==> src/rtl/min_calc_pkg.sv <==
// rtl/min_calc_pkg.sv - shared types and defaults for the serial minimum finder
package min_calc_pkg;

    typedef enum logic [1:0] {
        IDLE = 2'd0,
        LOAD = 2'd1,
        DONE = 2'd2
    } state_t;

    localparam int DEF_WIDTH     = 4;
    localparam int DEF_COUNT     = 4;
    localparam int DEF_OUT_WIDTH = 8;

endpackage

==> src/rtl/comparator_4b.sv <==
// rtl/comparator_4b.sv - unsigned 4-bit magnitude comparator, less-than flag
module comparator_4b (
    input  logic [3:0] a,
    input  logic [3:0] b,
    output logic       lt
);

    assign lt = (a < b);

endmodule

==> src/rtl/min_update_2num.sv <==
// rtl/min_update_2num.sv - keeps the smaller of candidate and best; ties keep best
module min_update_2num #(
    parameter int WIDTH     = 4,
    parameter int IDX_WIDTH = 2
) (
    input  logic [WIDTH-1:0]     cand,
    input  logic [WIDTH-1:0]     best,
    input  logic [IDX_WIDTH-1:0] cand_idx,
    input  logic [IDX_WIDTH-1:0] best_idx,
    output logic [WIDTH-1:0]     new_best,
    output logic [IDX_WIDTH-1:0] new_idx
);

    logic cand_lt;

    generate
        if (WIDTH == 4) begin : g_cmp4
            comparator_4b u_cmp (
                .a  (cand),
                .b  (best),
                .lt (cand_lt)
            );
        end else begin : g_cmpn
            assign cand_lt = (cand < best);
        end
    endgenerate

    // Strict less-than so an equal later value never displaces the earlier index.
    assign new_best = cand_lt ? cand     : best;
    assign new_idx  = cand_lt ? cand_idx : best_idx;

endmodule

==> src/rtl/min_calculator_serial.sv <==
// rtl/min_calculator_serial.sv - streams COUNT numbers in, reports running minimum and index
module min_calculator_serial
    import min_calc_pkg::*;
#(
    parameter int WIDTH     = DEF_WIDTH,
    parameter int COUNT     = DEF_COUNT,
    parameter int OUT_WIDTH = DEF_OUT_WIDTH,
    parameter int IDX_WIDTH = $clog2(COUNT)
) (
    input  logic                 clk,
    input  logic                 rst,
    input  logic                 start,
    input  logic                 in_valid,
    output logic                 in_ready,
    input  logic [WIDTH-1:0]     in_data,
    output logic [OUT_WIDTH-1:0] min,
    output logic [IDX_WIDTH-1:0] min_idx,
    output logic                 busy,
    output logic                 done
);

    localparam logic [IDX_WIDTH-1:0] LAST_IDX = IDX_WIDTH'(COUNT - 1);

    state_t               state;
    state_t               state_nxt;
    logic [IDX_WIDTH-1:0] count;
    logic [WIDTH-1:0]     best;
    logic [IDX_WIDTH-1:0] best_idx;
    logic [WIDTH-1:0]     cmp_best;
    logic [IDX_WIDTH-1:0] cmp_idx;
    logic [WIDTH-1:0]     upd_best;
    logic [IDX_WIDTH-1:0] upd_idx;
    logic                 accept;
    logic                 is_last;
    logic                 frame_start;

    assign accept      = in_valid && in_ready;
    assign is_last     = (count == LAST_IDX);
    assign frame_start = start && ((state == IDLE) || (state == DONE));

    min_update_2num #(
        .WIDTH     (WIDTH),
        .IDX_WIDTH (IDX_WIDTH)
    ) u_update (
        .cand     (in_data),
        .best     (best),
        .cand_idx (count),
        .best_idx (best_idx),
        .new_best (cmp_best),
        .new_idx  (cmp_idx)
    );

    // The first element of a frame seeds best regardless of stale contents.
    assign upd_best = (count == '0) ? in_data : cmp_best;
    assign upd_idx  = (count == '0) ? '0      : cmp_idx;

    always_ff @(posedge clk) begin
        if (rst) begin
            state <= IDLE;
        end else begin
            state <= state_nxt;
        end
    end

    always_comb begin
        state_nxt = state;
        in_ready  = 1'b0;
        busy      = 1'b0;
        done      = 1'b0;
        case (state)
            IDLE: begin
                if (start) begin
                    state_nxt = LOAD;
                end
            end
            LOAD: begin
                in_ready = 1'b1;
                busy     = 1'b1;
                if (in_valid && is_last) begin
                    state_nxt = DONE;
                end
            end
            DONE: begin
                done      = 1'b1;
                state_nxt = start ? LOAD : IDLE;
            end
            default: begin
                state_nxt = IDLE;
            end
        endcase
    end

    always_ff @(posedge clk) begin
        if (rst) begin
            count    <= '0;
            best     <= '0;
            best_idx <= '0;
            min      <= '0;
            min_idx  <= '0;
        end else begin
            if (frame_start) begin
                count <= '0;
            end
            if (accept) begin
                best     <= upd_best;
                best_idx <= upd_idx;
                count    <= count + IDX_WIDTH'(1);
                if (is_last) begin
                    min     <= OUT_WIDTH'(upd_best);
                    min_idx <= upd_idx;
                end
            end
        end
    end

endmodule

==> config.mk <==
export PLATFORM = sky130hd
export DESIGN_NAME = min_calculator_serial
export DESIGN_NICKNAME = d
export VERILOG_FILES = /design/src/rtl/min_calc_pkg.sv /design/src/rtl/comparator_4b.sv /design/src/rtl/min_update_2num.sv /design/src/rtl/min_calculator_serial.sv
export SDC_FILE = /design/constraint.sdc
export NUM_CORES = 1
export LEC_CHECK = 0
export ABC_AREA = 1
export BUFFER_PORTS_ARGS = -buffer_cell sky130_fd_sc_hd__buf_2
export CORE_ASPECT_RATIO = 0.9
export CORE_MARGIN = 1
export CORE_UTILIZATION = 51
export DETAILED_ROUTE_END_ITERATION = 12
export PLACE_DENSITY = 0.76
export SYNTH_ARGS = -nofsm -noshare
export SYNTH_HDL_FRONTEND = slang
export SYNTH_SLANG_ARGS = --single-unit
==> constraint.sdc <==
create_clock -name clk -period 1.75 [get_ports clk]
set_input_delay 0.175 -clock clk [delete_from_list [all_inputs] [get_ports clk]]
set_output_delay 0.175 -clock clk [all_outputs]
set_load 0.02 [all_outputs]
### Yosys cells after proc, flatten, opt, wreduce, memory -nomap -nowiden

Index checks and enable logic that the tools add are counted.

| word-level totals | value |
|---|---|
| register bits after elaboration | 16 |
| output and inout port bits | 13 |
| logic and storage cells | 34 |
| input bits | 8 |

| operators by class | value |
|---|---|
| magnitude comparators | 1 |
| add/sub/neg operators | 1 |
| mux-type cells | 12 |
| reductions and logical operators | 9 |
| equality and inequality tests | 5 |

Operators by type and width:

| kind | number |
|---|---|
| $mux W2 | 6 |
| $mux W4 | 2 |
| $pmux W2 S3 | 1 |
| $eq A2 B2 Y1 const B | 2 |
| $logic_not A2 Y1 | 2 |
| $lt A4 B4 Y1 | 1 |
| $ne A2 B2 Y1 const B | 2 |
| $reduce_and A2 Y1 | 2 |
| $logic_and A1 B1 Y1 | 3 |
| $mux W1 | 3 |
| $add A2 B1 Y2 const B | 1 |
| $eq A2 B1 Y1 const B | 1 |
| $reduce_bool A2 Y1 | 1 |
| $logic_or A1 B1 Y1 | 1 |

### Depth between registers and ports, before layout

Gate-level depths: netlist of the first run.

| depth | value |
|---|---|
| word-level depth | 5 |
| gate-level depth with buffers | 11 |
| mapped depth without buffers | 11 |

### Modules after synthesis

From an unflattened synthesis of the first run, not the netlist that was laid out.

| second synthesis, totals | value |
|---|---|
| cell total of the unflattened synthesis | 150 |
| area, all modules | 935.9 µm² |

By module, submodules not included:

| module | instances | cells each | seq. area each (µm²) | area each (µm²) |
|---|---|---|---|---|
| min_calculator_serial | 1 | 116 | 320.3 | 773.2 |
| comparator_4b | 1 | 15 | 0.0 | 91.3 |
| min_update_2num | 1 | 19 | 0.0 | 71.3 |

### Least setup slack after synthesis of the first run

Ideal clock, no wire load.

| timing | value |
|---|---|
| kind | register -> register |
| start | register best[3] |
| end | register best[1] |
| arrival | 1201 ps |
| slack | 440 ps |
| stages on the path, launching flop included | 9 |
| cells stage by stage | dfxtp_1 -> inv_1 -> ha_1 -> a21oi_2 -> nand2_2 -> nand3_1 -> nand3_1 -> nand2_1 -> inv_1 |

| between the ends | value |
|---|---|
| word-level cells in the longest chain between the ends | 3 |

RTL lines:

| item | RTL line | source |
|---|---|---|
| start, declared | min_calculator_serial.sv:27 | `logic [WIDTH-1:0] best;` |
| start signal, assigned | min_calculator_serial.sv:105 | `best <= upd_best;` |
| $lt A4 B4 Y1 | comparator_4b.sv:8 | `assign lt = (a < b);` |
| $mux W4 | min_update_2num.sv:29 | `assign new_best = cand_lt ? cand : best;` |
| $mux W4 | min_calculator_serial.sv:54 | `assign upd_best = (count == '0) ? in_data : cmp_best;` |

No other way between the ends.
A chain may end at the register's enable or synchronous reset.

### Worst setup path in the final report of the first run

| timing | value |
|---|---|
| start | register best[1] |
| end | register min[2] |

| between the ends | value |
|---|---|
| word-level cells in the longest chain between the ends | 3 |

RTL lines:

| item | RTL line | source |
|---|---|---|
| $lt A4 B4 Y1 | comparator_4b.sv:8 |  |
| $mux W4 | min_update_2num.sv:29 |  |
| $mux W4 | min_calculator_serial.sv:54 |  |
| end signal, assigned | min_calculator_serial.sv:109 | `min <= OUT_WIDTH'(upd_best);` |
| end, declared | min_calculator_serial.sv:16 | `output logic [OUT_WIDTH-1:0] min,` |

No other way between the ends.

==> flow_metrics.tcl, run 1 <==
set metrics [dict create \
    synth_top_cells_by_area "sky130_fd_sc_hd__dfxtp_1, sky130_fd_sc_hd__nand2_1, sky130_fd_sc_hd__inv_1" \
    setup-violations-final 0 \
    dpl_hpwl_um 1260 \
    crit_path_top_delay_cell "sky130_fd_sc_hd__dfxtp_1" \
    syn_area_per_cell_um2 7.40 \
    yosys.cell_count.top_type "sky130_fd_sc_hd__nand2_1" \
    dp_slack_ns 0.259 \
    rrSetupSlack_ns 0.24 \
    placement.io_buffers 16 \
    ys_ff_latch 16 \
    final_routed_wire_length_divided_by_cell_count_um 10.1 \
    worst_path_maximum_fanout 6 \
    cpPeakStageDelay_ns 0.35 \
    total_leakage_power_nw 0.504 \
    synth_ff_type "sky130_fd_sc_hd__dfxtp_1" \
    cts-root-buf "sky130_fd_sc_hd__clkbuf_4" \
    hold_path_end "count[1]" \
    antenna_violating_nets_post_route 0 \
    yosysSeqAreaShare 0.358 \
    worst-r2r-cell-count 11 \
    path_cells "inv_1 -> ha_1 -> nand2_1 -> nand2_1 -> nand2_1 -> nand2_2 -> nand2_2 -> nand2_1 -> nand3_1 -> nand2_1 -> inv_1" \
    route.detailed.drc 0 \
    synth_async_sr_flop_share 0 \
    routed-via-count 765 \
    cts_max_path_buffers 2 \
    r2r-start "best[1]" \
    synth_cell_types 24 \
    post-cts-setup-buffer-count 0 \
    ctsResizeCount 0 \
    weighted_congestion_at_the_end_of_routability_driven_global_placement 0.851 \
    grt.overflow.total 0 \
    synth_top_cell_by_area "sky130_fd_sc_hd__dfxtp_1" \
    starting_density_of_the_core 0.580 \
    core_area_um2 1550 \
    stdcell_area_um2 986 \
    hold_path_depth 2 \
    hold_path_startpoint "rst" \
    dpl_cell_area_um2 950 \
    cts_bufs_inserted 3 \
    outcome "complete, no violations" \
    fin_nets 150 \
    count_of_max_cap_constraint_violations 0 \
    clk_pin_slew_ns 0.10 \
    synth_largest_type_area_fraction 0.358 \
    area_of_the_die_um2 1930 \
    grt_pass1_wl_um 2650 \
    totalNegativeSetupSlack_ns 0 \
    netlist_top_cells_count "sky130_fd_sc_hd__nand2_1, sky130_fd_sc_hd__inv_1, sky130_fd_sc_hd__dfxtp_1" \
    drt-pass1-iter-count 4 \
    warning_count_from_the_yosys_run 0 \
    worst_clock_skew_ns 0.0108 \
    timing.critical_path.buf_inv 2 \
    first_global_vias 612 \
    cp_data_arrival_time_ns 1.71 \
    fp.dieW_um 46.2 \
    die_height_um 41.8 \
    finalCritPeriodShare 0.863 \
    final_number_of_max_transition_violations 0 \
    critical_path_startpoint_category "register" \
    synth.cell_area_um2 896 \
    numClockSinks 16 \
    netlist_instances 121 \
    worst_path_most_repeated_cell "sky130_fd_sc_hd__nand2_1" \
    max_freq_mhz 662 \
    detailedRoute.firstIterationViolations 19 \
    tritoncts "yes" \
    min_path_type "input pin to register" \
    grt_antenna_before_repair 0 \
    grt_setup_unrepaired "false" \
    regToRegEndpoint "min[2]" \
    final-hold-violation-count 0 \
    vdd_drop_max_v 0.000598 \
    finalWorstSetupSlack_ns 0.239 \
    worst-endpoint-required_ns 1.95 \
    final_layout_size_suffix_gt1_frac 0.243 \
    clk_latency_ns 0.29 \
    final_critical_period_ns 1.51 \
    setup.worst_path.class "register to register" \
    groute.usage.overall 0.184 \
    timing.critical_path.max_delay_family "simple AND/OR/NAND/NOR gates" \
    grt_start_max_net_pins 13 \
    area_growth_pct 10.1 \
    n_antenna_cell 0 \
    power.density_cell_area_nw_per_um2 766 \
    routed_wirelength_um 1600 \
    post_cts_hold_buffer_count 0 \
    synth_edf_count 0 \
    end_kind "register" \
    ioPinCount 21 \
    vias_per_inst 4.84 \
    cts-htree-levels 1 \
    row_count 13 \
]
==> state kept, by name, indices dropped and copies added, names as in the netlist <==
name,cells
state,2
count,2
min,4
best_idx,2
min_idx,2
best,4
==> cell usage in the layout (no fill, tap or decap), drive strengths merged <==
cell type | synthesis | layout
nor4 | 1 | 1
conb | 1 | 4
nor2 | 9 | 9
inv | 21 | 21
buf | 8 | 16
o21a | 1 | 1
dfxtp | 16 | 16
nand2 | 24 | 24
a21oi | 12 | 12
clkbuf | 0 | 4
nand3 | 14 | 14
a211oi | 1 | 1
ha | 5 | 5
o21ai | 7 | 7
nor3 | 1 | 1
==> through the flow <==
| stage | hold slack [ns] | utilization | power, mW | std cells |
|---|---|---|---|---|
| 4_1_cts | 0.178 | 0.638 | 0.763 | 158 |
| 3_5_place_dp | 0.488 | 0.615 | 0.521 | 154 |
| 6_report | 0.193 | 0.638 | 0.756 | 158 |
| 3_3_place_gp | 0.483 | 0.615 | 0.515 | 154 |
| 5_1_grt | 0.185 | 0.638 | 0.802 | 158 |
| 2_1_floorplan | 0.345 | - | 0.501 | 124 |
==> logic make-up after synthesis <==
kind of cell | synth area share
fa+ha+maj | 0.0698
simple gates | 0.272
buf+inv | 0.161
flops | 0.358
compound gates | 0.135
other cells | 0.00419
==> worst max path at each step <==
| stage | start | to | cells past startpoint |
|---|---|---|---|
| final | best[1] | min[2] | 11 |
| after global routing | best[1] | min[2] | 11 |
| after CTS | best[1] | min[2] | 11 |
| after detailed placement | best[1] | min[2] | 11 |
| after global placement | best[1] | min[1] | 11 |
| after floorplan | best[3] | best[1] | 8 |
==> final cells by class <==
| class | count | area, um^2 |
|---|---|---|
| clock buffers | 4 | 36.3 |
| fillers | 140 | 559 |
| inverters | 21 | 78.8 |
| multi-input cells | 79 | 443 |
| flip-flops and latches | 16 | 320 |
| well taps | 22 | 27.5 |
| repair buffers | 16 | 80.1 |
==> per-layer routing <==
metal	global-route usage	vias to the layer above	wire, um
met2	0.248	20	674
li1	-	408	-
met5	0	-	0
met4	0	0	0
met1	0.288	337	844
met3	0.0783	0	80
==> power breakdown <==
| part | internal [mW] | total, mW | switching, mW | leakage (nW) |
|---|---|---|---|---|
| combinational | 0.0423 | 0.129 | 0.0871 | 0.353 |
| clock | 0.127 | 0.242 | 0.115 | 0.0210 |
| sequential | 0.377 | 0.384 | 0.00728 | 0.130 |
Power figures use the tool's default switching activity.
==> inputs of run 2 (changes only) <==
--- a/config.mk
+++ b/config.mk
@@ -9,9 +9,10 @@
 export BUFFER_PORTS_ARGS = -buffer_cell sky130_fd_sc_hd__buf_2
 export CORE_ASPECT_RATIO = 0.9
 export CORE_MARGIN = 1
-export CORE_UTILIZATION = 51
+export CORE_UTILIZATION = 52
 export DETAILED_ROUTE_END_ITERATION = 12
-export PLACE_DENSITY = 0.76
+export PLACE_DENSITY = 0.77
 export SYNTH_ARGS = -nofsm -noshare
 export SYNTH_HDL_FRONTEND = slang
+export SYNTH_HIERARCHICAL = 1
 export SYNTH_SLANG_ARGS = --single-unit
==> flow_metrics.tcl, run 2 <==
set metrics [dict create \
    fin_hold_ws_ns 0.166 \
    fin_total_pwr_mw 0.792 \
    syn_area_per_cell_um2 6.24 \
    hold_path_end "best_idx[1]" \
    yosys.cell_count.top_type "sky130_fd_sc_hd__nand2_1" \
    sequential_cell_area_um2 324 \
    grt_start_max_net_pins 11 \
    cts_max_path_buffers 2 \
    count_of_max_cap_constraint_violations 0 \
    worst-r2r-cell-count 12 \
    outcome "complete, no violations" \
    synth_top_family_by_area "simple AND/OR/NAND/NOR gates" \
    vdd_drop_max_v 0.000451 \
    hold_path_depth 2 \
    rrSetupSlack_ns 0.12 \
    finalCritPeriodShare 0.933 \
    placement.io_buffers 16 \
    final_layout_size_suffix_gt1_frac 0.259 \
    synth.cell_area_um2 936 \
    post_synth_xor_area_fraction 0 \
    core_area_um2 1680 \
    clk_latency_ns 0.29 \
    synth_top_cell_by_area "sky130_fd_sc_hd__dfxtp_1" \
    placed_cell_count 190 \
    synth_cell_types 18 \
    multi_input_comb_area_um2 536 \
    worst_path_most_repeated_cell "sky130_fd_sc_hd__nand2_1" \
    final-hold-violation-count 0 \
    final.fill_count 160 \
    layout.cells.most_common_list "sky130_fd_sc_hd__nand2_1, sky130_fd_sc_hd__inv_1, sky130_fd_sc_hd__buf_2" \
    clk_pin_slew_ns 0.10 \
    numClockSinks 16 \
    regToRegEndpoint "min_idx[0]" \
    groute.usage.overall 0.218 \
    post-cts-setup-buffer-count 0 \
    first_global_vias 747 \
    area_growth_pct 21.1 \
    synth_ff_type "sky130_fd_sc_hd__dfxtp_1" \
    hold_path_startpoint "rst" \
    grt_antenna_before_repair 0 \
    synth_edf_count 0 \
    total_leakage_power_nw 0.582 \
    detailedRoute.firstIterationViolations 23 \
    worst-endpoint-required_ns 1.98 \
    setup-violations-final 0 \
    min_path_type "input pin to register" \
    synthSimpleGateAreaFrac 0.345 \
    grt_pass1_wl_um 3060 \
    grt.overflow.total 0 \
    vias_per_inst 4.61 \
    dpl_hpwl_um 1390 \
    netlist_instances 150 \
    die_height_um 42.2 \
    power.density_cell_area_nw_per_um2 699 \
    netlist_top_cells_count "sky130_fd_sc_hd__nand2_1, sky130_fd_sc_hd__inv_1, sky130_fd_sc_hd__dfxtp_1" \
    synth_largest_type_area_fraction 0.342 \
    path_cells "inv_2 -> ha_4 -> nand2_1 -> nand2_1 -> a21oi_2 -> buf_4 -> nand2_1 -> nand2_1 -> inv_1 -> nor2_2 -> nand2_1 -> a21oi_1" \
    critical_path_startpoint_category "register" \
    routed_wirelength_um 1850 \
    n_antenna_cell 0 \
    ioPinCount 21 \
    largest_registers "best (4), min (4)" \
    finalNonFillerCells 194 \
    fin_nets 184 \
    cp_data_arrival_time_ns 1.86 \
    final_critical_period_ns 1.63 \
    cts_bufs_inserted 3 \
    layout.cells.most_common "sky130_fd_sc_hd__nand2_1" \
    drt-pass1-iter-count 4 \
    grt_setup_unrepaired "false" \
    weighted_congestion_at_the_end_of_routability_driven_global_placement 0.834 \
    area_of_the_die_um2 1970 \
    fp.dieW_um 46.7 \
    end_kind "register" \
    final_number_of_max_transition_violations 0 \
    worst_path_maximum_fanout 4 \
    route.detailed.drc 0 \
    cpPeakStageDelay_ns 0.34 \
    cts-htree-levels 1 \
    antenna_violating_nets_post_route 0 \
    worst_clock_skew_ns 0.00297 \
    setup.worst_path.class "register to register" \
    tritoncts "yes" \
    synth_top_cells_by_area "sky130_fd_sc_hd__dfxtp_1, sky130_fd_sc_hd__nand2_1, sky130_fd_sc_hd__inv_1" \
    post_synth_mux_area_share 0 \
    yosysSeqAreaShare 0.342 \
    post_cts_hold_buffer_count 0 \
    routed-via-count 894 \
    synth-compound-area-share 0.0869 \
    r2r-start "best[1]" \
    final_routed_wire_length_divided_by_cell_count_um 9.55 \
    starting_density_of_the_core 0.557 \
    ys_ff_latch 16 \
    cts-root-buf "sky130_fd_sc_hd__clkbuf_4" \
    dpl_cell_area_um2 1040 \
    crit_path_top_delay_cell "sky130_fd_sc_hd__dfxtp_2" \
    warning_count_from_the_yosys_run 6 \
    synth_async_sr_flop_share 0 \
    stdcell_area_um2 1130 \
    max_freq_mhz 613 \
    row_count 14 \
    synth_fa_ha_area_frac 0.0668 \
]
==> run 2: cell count changes in the layout (fill, tap and decap cells not counted), sizes merged, moves of 3 or more <==
cell	previous run	this run
buf	16	20
nand2	24	61
nor2	9	17
o21ai	7	4
inv	21	26
nand3	14	2
==> run 2: cell families after synthesis <==
group           Yosys count
fa+ha+maj                 5
buf+inv                  33
other cells               1
compound gates           15
simple gates             80
flops                    16
==> run 2: critical path, delay by kind of cell (launching register included) <==
family,cells,cell delay [ns]
AO/OA/AOI/OAI,2,0.35
adder cells (fa/ha/maj),1,0.22
buffers and inverters,3,0.25
flip-flops,1,0.34
AND/OR/NAND/NOR,6,0.41
==> run 2: repair_timing <==
action	CTS	global route
gates cloned	0	0
setup endpoints to repair	2	12
resized for setup	1	15
pin swaps	0	9
==> run 2: final cells by class <==
| class | count | share of cell area |
|---|---|---|
| multi-input cells | 104 | 0.472 |
| flip-flops and latches | 16 | 0.286 |
| repair buffers | 20 | 0.0971 |
| inverters | 26 | 0.0861 |
| clock buffers | 4 | 0.0320 |
| well taps | 24 | 0.0265 |
==> run 2: worst max-delay path by stage <==
stage            start    endpoint  slack [ns]  cells past startpoint
2_1_floorplan  best[3]      min[2]        0.07                     11
3_3_place_gp   best[3]      min[2]        0.04                     11
3_5_place_dp   best[3]      min[2]     -0.0003                     11
4_1_cts        best[3]  min_idx[0]        0.01                     11
5_1_grt        best[3]  min_idx[0]       0.003                     11
6_report       best[1]  min_idx[0]        0.12                     12
==> run 2: metal layers <==
layer  up-vias  global-route usage  routed length [um]
li1        477                   -                   -
met2        24               0.342                 900
met1       391               0.275                 841
met4         0              0.0857                  18
met3         2              0.0647                  91
met5         -                   0                   0
==> run 2: power breakdown <==
part | switching [mW] | internal (mW) | leakage, nW
clock | 0.123 | 0.127 | 0.0210
sequential | 0.00822 | 0.374 | 0.131
combinational | 0.101 | 0.0584 | 0.430
==> run 2: through the flow <==
step | utilization | setup TNS [ns] | worst slack (ns)
final | 0.674 | 0 | 0.117
after global routing | 0.674 | 0 | 0.00286
after CTS | 0.640 | 0 | 0.0122
after detailed placement | 0.618 | -0.000301 | -0.000301
after global placement | 0.618 | 0 | 0.0426
after floorplan | - | 0 | 0.0748
==> inputs of run 3 (changes only) <==
--- a/config.mk
+++ b/config.mk
@@ -12,6 +12,7 @@
 export CORE_UTILIZATION = 52
 export DETAILED_ROUTE_END_ITERATION = 12
 export PLACE_DENSITY = 0.77
+export REMOVE_ABC_BUFFERS = 1
 export SYNTH_ARGS = -nofsm -noshare
 export SYNTH_HDL_FRONTEND = slang
 export SYNTH_HIERARCHICAL = 1
==> constraint.sdc (replaced) <==
create_clock -name clk -period 1.7 [get_ports clk]
set_input_delay 0.17 -clock clk [delete_from_list [all_inputs] [get_ports clk]]
set_output_delay 0.17 -clock clk [all_outputs]
set_load 0.02 [all_outputs]
==> flow_metrics.tcl, run 3 (same netlist as run 2, synthesis figures left out) <==
set metrics [dict create \
    final_core_utilization 0.682 \
    regToRegEndpoint "min_idx[0]" \
    final_routed_wire_length_divided_by_cell_count_um 10.7 \
    clk_latency_ns 0.29 \
    layout.cells.most_common_list "sky130_fd_sc_hd__nand2_1, sky130_fd_sc_hd__inv_1, sky130_fd_sc_hd__buf_2" \
    cts-htree-levels 1 \
    final-hold-violation-count 0 \
    cts-root-buf "sky130_fd_sc_hd__clkbuf_4" \
    worst-endpoint-required_ns 1.93 \
    routed_wirelength_um 2070 \
    final.fill_count 161 \
    detailedRoute.firstIterationViolations 23 \
    totalNegativeSetupSlack_ns 0 \
    worst-r2r-cell-count 11 \
    power.density_cell_area_nw_per_um2 724 \
    final_critical_period_ns 1.59 \
    die_height_um 42.2 \
    grt_start_max_net_pins 11 \
    tritoncts "yes" \
    setup.worst_path.class "register to register" \
    cts_max_path_buffers 2 \
    fp.dieW_um 46.7 \
    path_cells "inv_2 -> ha_4 -> a21o_1 -> a21oi_4 -> buf_6 -> nand2_1 -> nand2_1 -> inv_1 -> nor2_2 -> nand2_1 -> a21oi_2" \
    rrSetupSlack_ns 0.11 \
    r2r-start "best[3]" \
    total_leakage_power_nw 0.584 \
    max_freq_mhz 628 \
    vias_per_inst 4.85 \
    largest_registers "best (4), min (4)" \
    grt_antenna_before_repair 0 \
    fin_total_pwr_mw 0.831 \
    routed-via-count 940 \
    vdd_drop_max_v 0.000574 \
    dpl_cell_area_um2 1030 \
    fin_nets 184 \
    area_growth_pct 22.6 \
    n_antenna_cell 0 \
    critical_path_startpoint_category "register" \
    grt_pass1_wl_um 3260 \
    clk_pin_slew_ns 0.09 \
    antenna_violating_nets_post_route 0 \
    end_kind "register" \
    dpl_hpwl_um 1470 \
    core_area_um2 1680 \
    post_cts_hold_buffer_count 0 \
    cpPeakStageDelay_ns 0.34 \
    cts_bufs_inserted 3 \
    hold_path_end "min_idx[0]" \
    weighted_congestion_at_the_end_of_routability_driven_global_placement 0.778 \
    cp_data_arrival_time_ns 1.83 \
    hold_path_depth 2 \
    min_path_type "input pin to register" \
    finalCritPeriodShare 0.937 \
    area_of_the_die_um2 1970 \
    ioPinCount 21 \
    worst_clock_skew_ns 0.00155 \
    crit_path_top_delay_cell "sky130_fd_sc_hd__dfxtp_2" \
    outcome "complete, no violations" \
    count_of_max_cap_constraint_violations 0 \
    starting_density_of_the_core 0.557 \
    layout.cells.most_common "sky130_fd_sc_hd__nand2_1" \
    stdcell_area_um2 1150 \
    setup-violations-final 0 \
    drt-pass1-iter-count 4 \
    final_layout_size_suffix_gt1_frac 0.271 \
    grt.overflow.total 0 \
    placement.io_buffers 16 \
    worst_path_most_repeated_cell "sky130_fd_sc_hd__nand2_1" \
    groute.usage.overall 0.224 \
    numClockSinks 16 \
    hold_path_startpoint "rst" \
    worst_path_maximum_fanout 6 \
    route.detailed.drc 0 \
    final_number_of_max_transition_violations 0 \
    first_global_vias 803 \
    row_count 14 \
]
-- run 3: routing by layer --
layer,global-route usage,vias up,routed length [um],part of all wire
met3,0.0647,4,86,0.042
met5,0,-,0,0
met4,0.0343,0,34,0.016
met1,0.291,435,940,0.45
met2,0.367,21,1010,0.49
li1,-,480,-,-
-- run 3: how the worst max path moves through the flow --
stage                        from    endpoint  slack [ns]  cells past startpoint
final                     best[3]  min_idx[0]        0.11                     11
after floorplan           best[3]      min[2]        0.03                     11
after detailed placement  best[3]     best[1]       -0.03                     11
after global routing      best[2]  min_idx[0]      -0.007                     11
after CTS                 best[3]  min_idx[0]      0.0003                     11
after global placement    best[3]      min[1]        0.01                     11
-- run 3: final cells by class --
cell class                 count  area, um^2  area share
inverter                      26        97.6      0.0851
sequential                    16         324       0.282
multi-input combinational    104         542       0.472
tap                           24        30.0      0.0262
timing repair buffer          20         118       0.103
clock buffer                   4        36.3      0.0316
-- run 3: worst max-delay path: cells and delay by family (launching register included) --
family,cells,cell delay [ns]
AO/OA/AOI/OAI,3,0.46
flip-flops,1,0.34
AND/OR/NAND/NOR,4,0.30
buffers and inverters,3,0.22
adder cells (fa/ha/maj),1,0.21
-- run 3: power by group --
part | total (mW) | internal, mW | switching [mW] | leakage (nW)
combinational | 0.185 | 0.0697 | 0.115 | 0.432
clock | 0.251 | 0.131 | 0.120 | 0.0210
sequential | 0.395 | 0.385 | 0.00933 | 0.131
total | 0.831 | 0.586 | 0.245 | 0.584
-- run 3: what timing repair did --
| action | 4_1_cts | 5_1_grt |
|---|---|---|
| pin swaps | 0 | 9 |
| setup buffers | 0 | 1 |
| endpoints found under the setup margin | 3 | 12 |
| gates resized for setup | 2 | 20 |
-- run 3: stage by stage --
step	hold WS (ns)	worst slack (ns)	instances
2_1_floorplan	0.239	0.0254	146
3_3_place_gp	0.447	0.0113	189
3_5_place_dp	0.452	-0.0298	189
4_1_cts	0.160	0.000324	193
5_1_grt	0.173	-0.00700	194
6_report	0.163	0.107	194
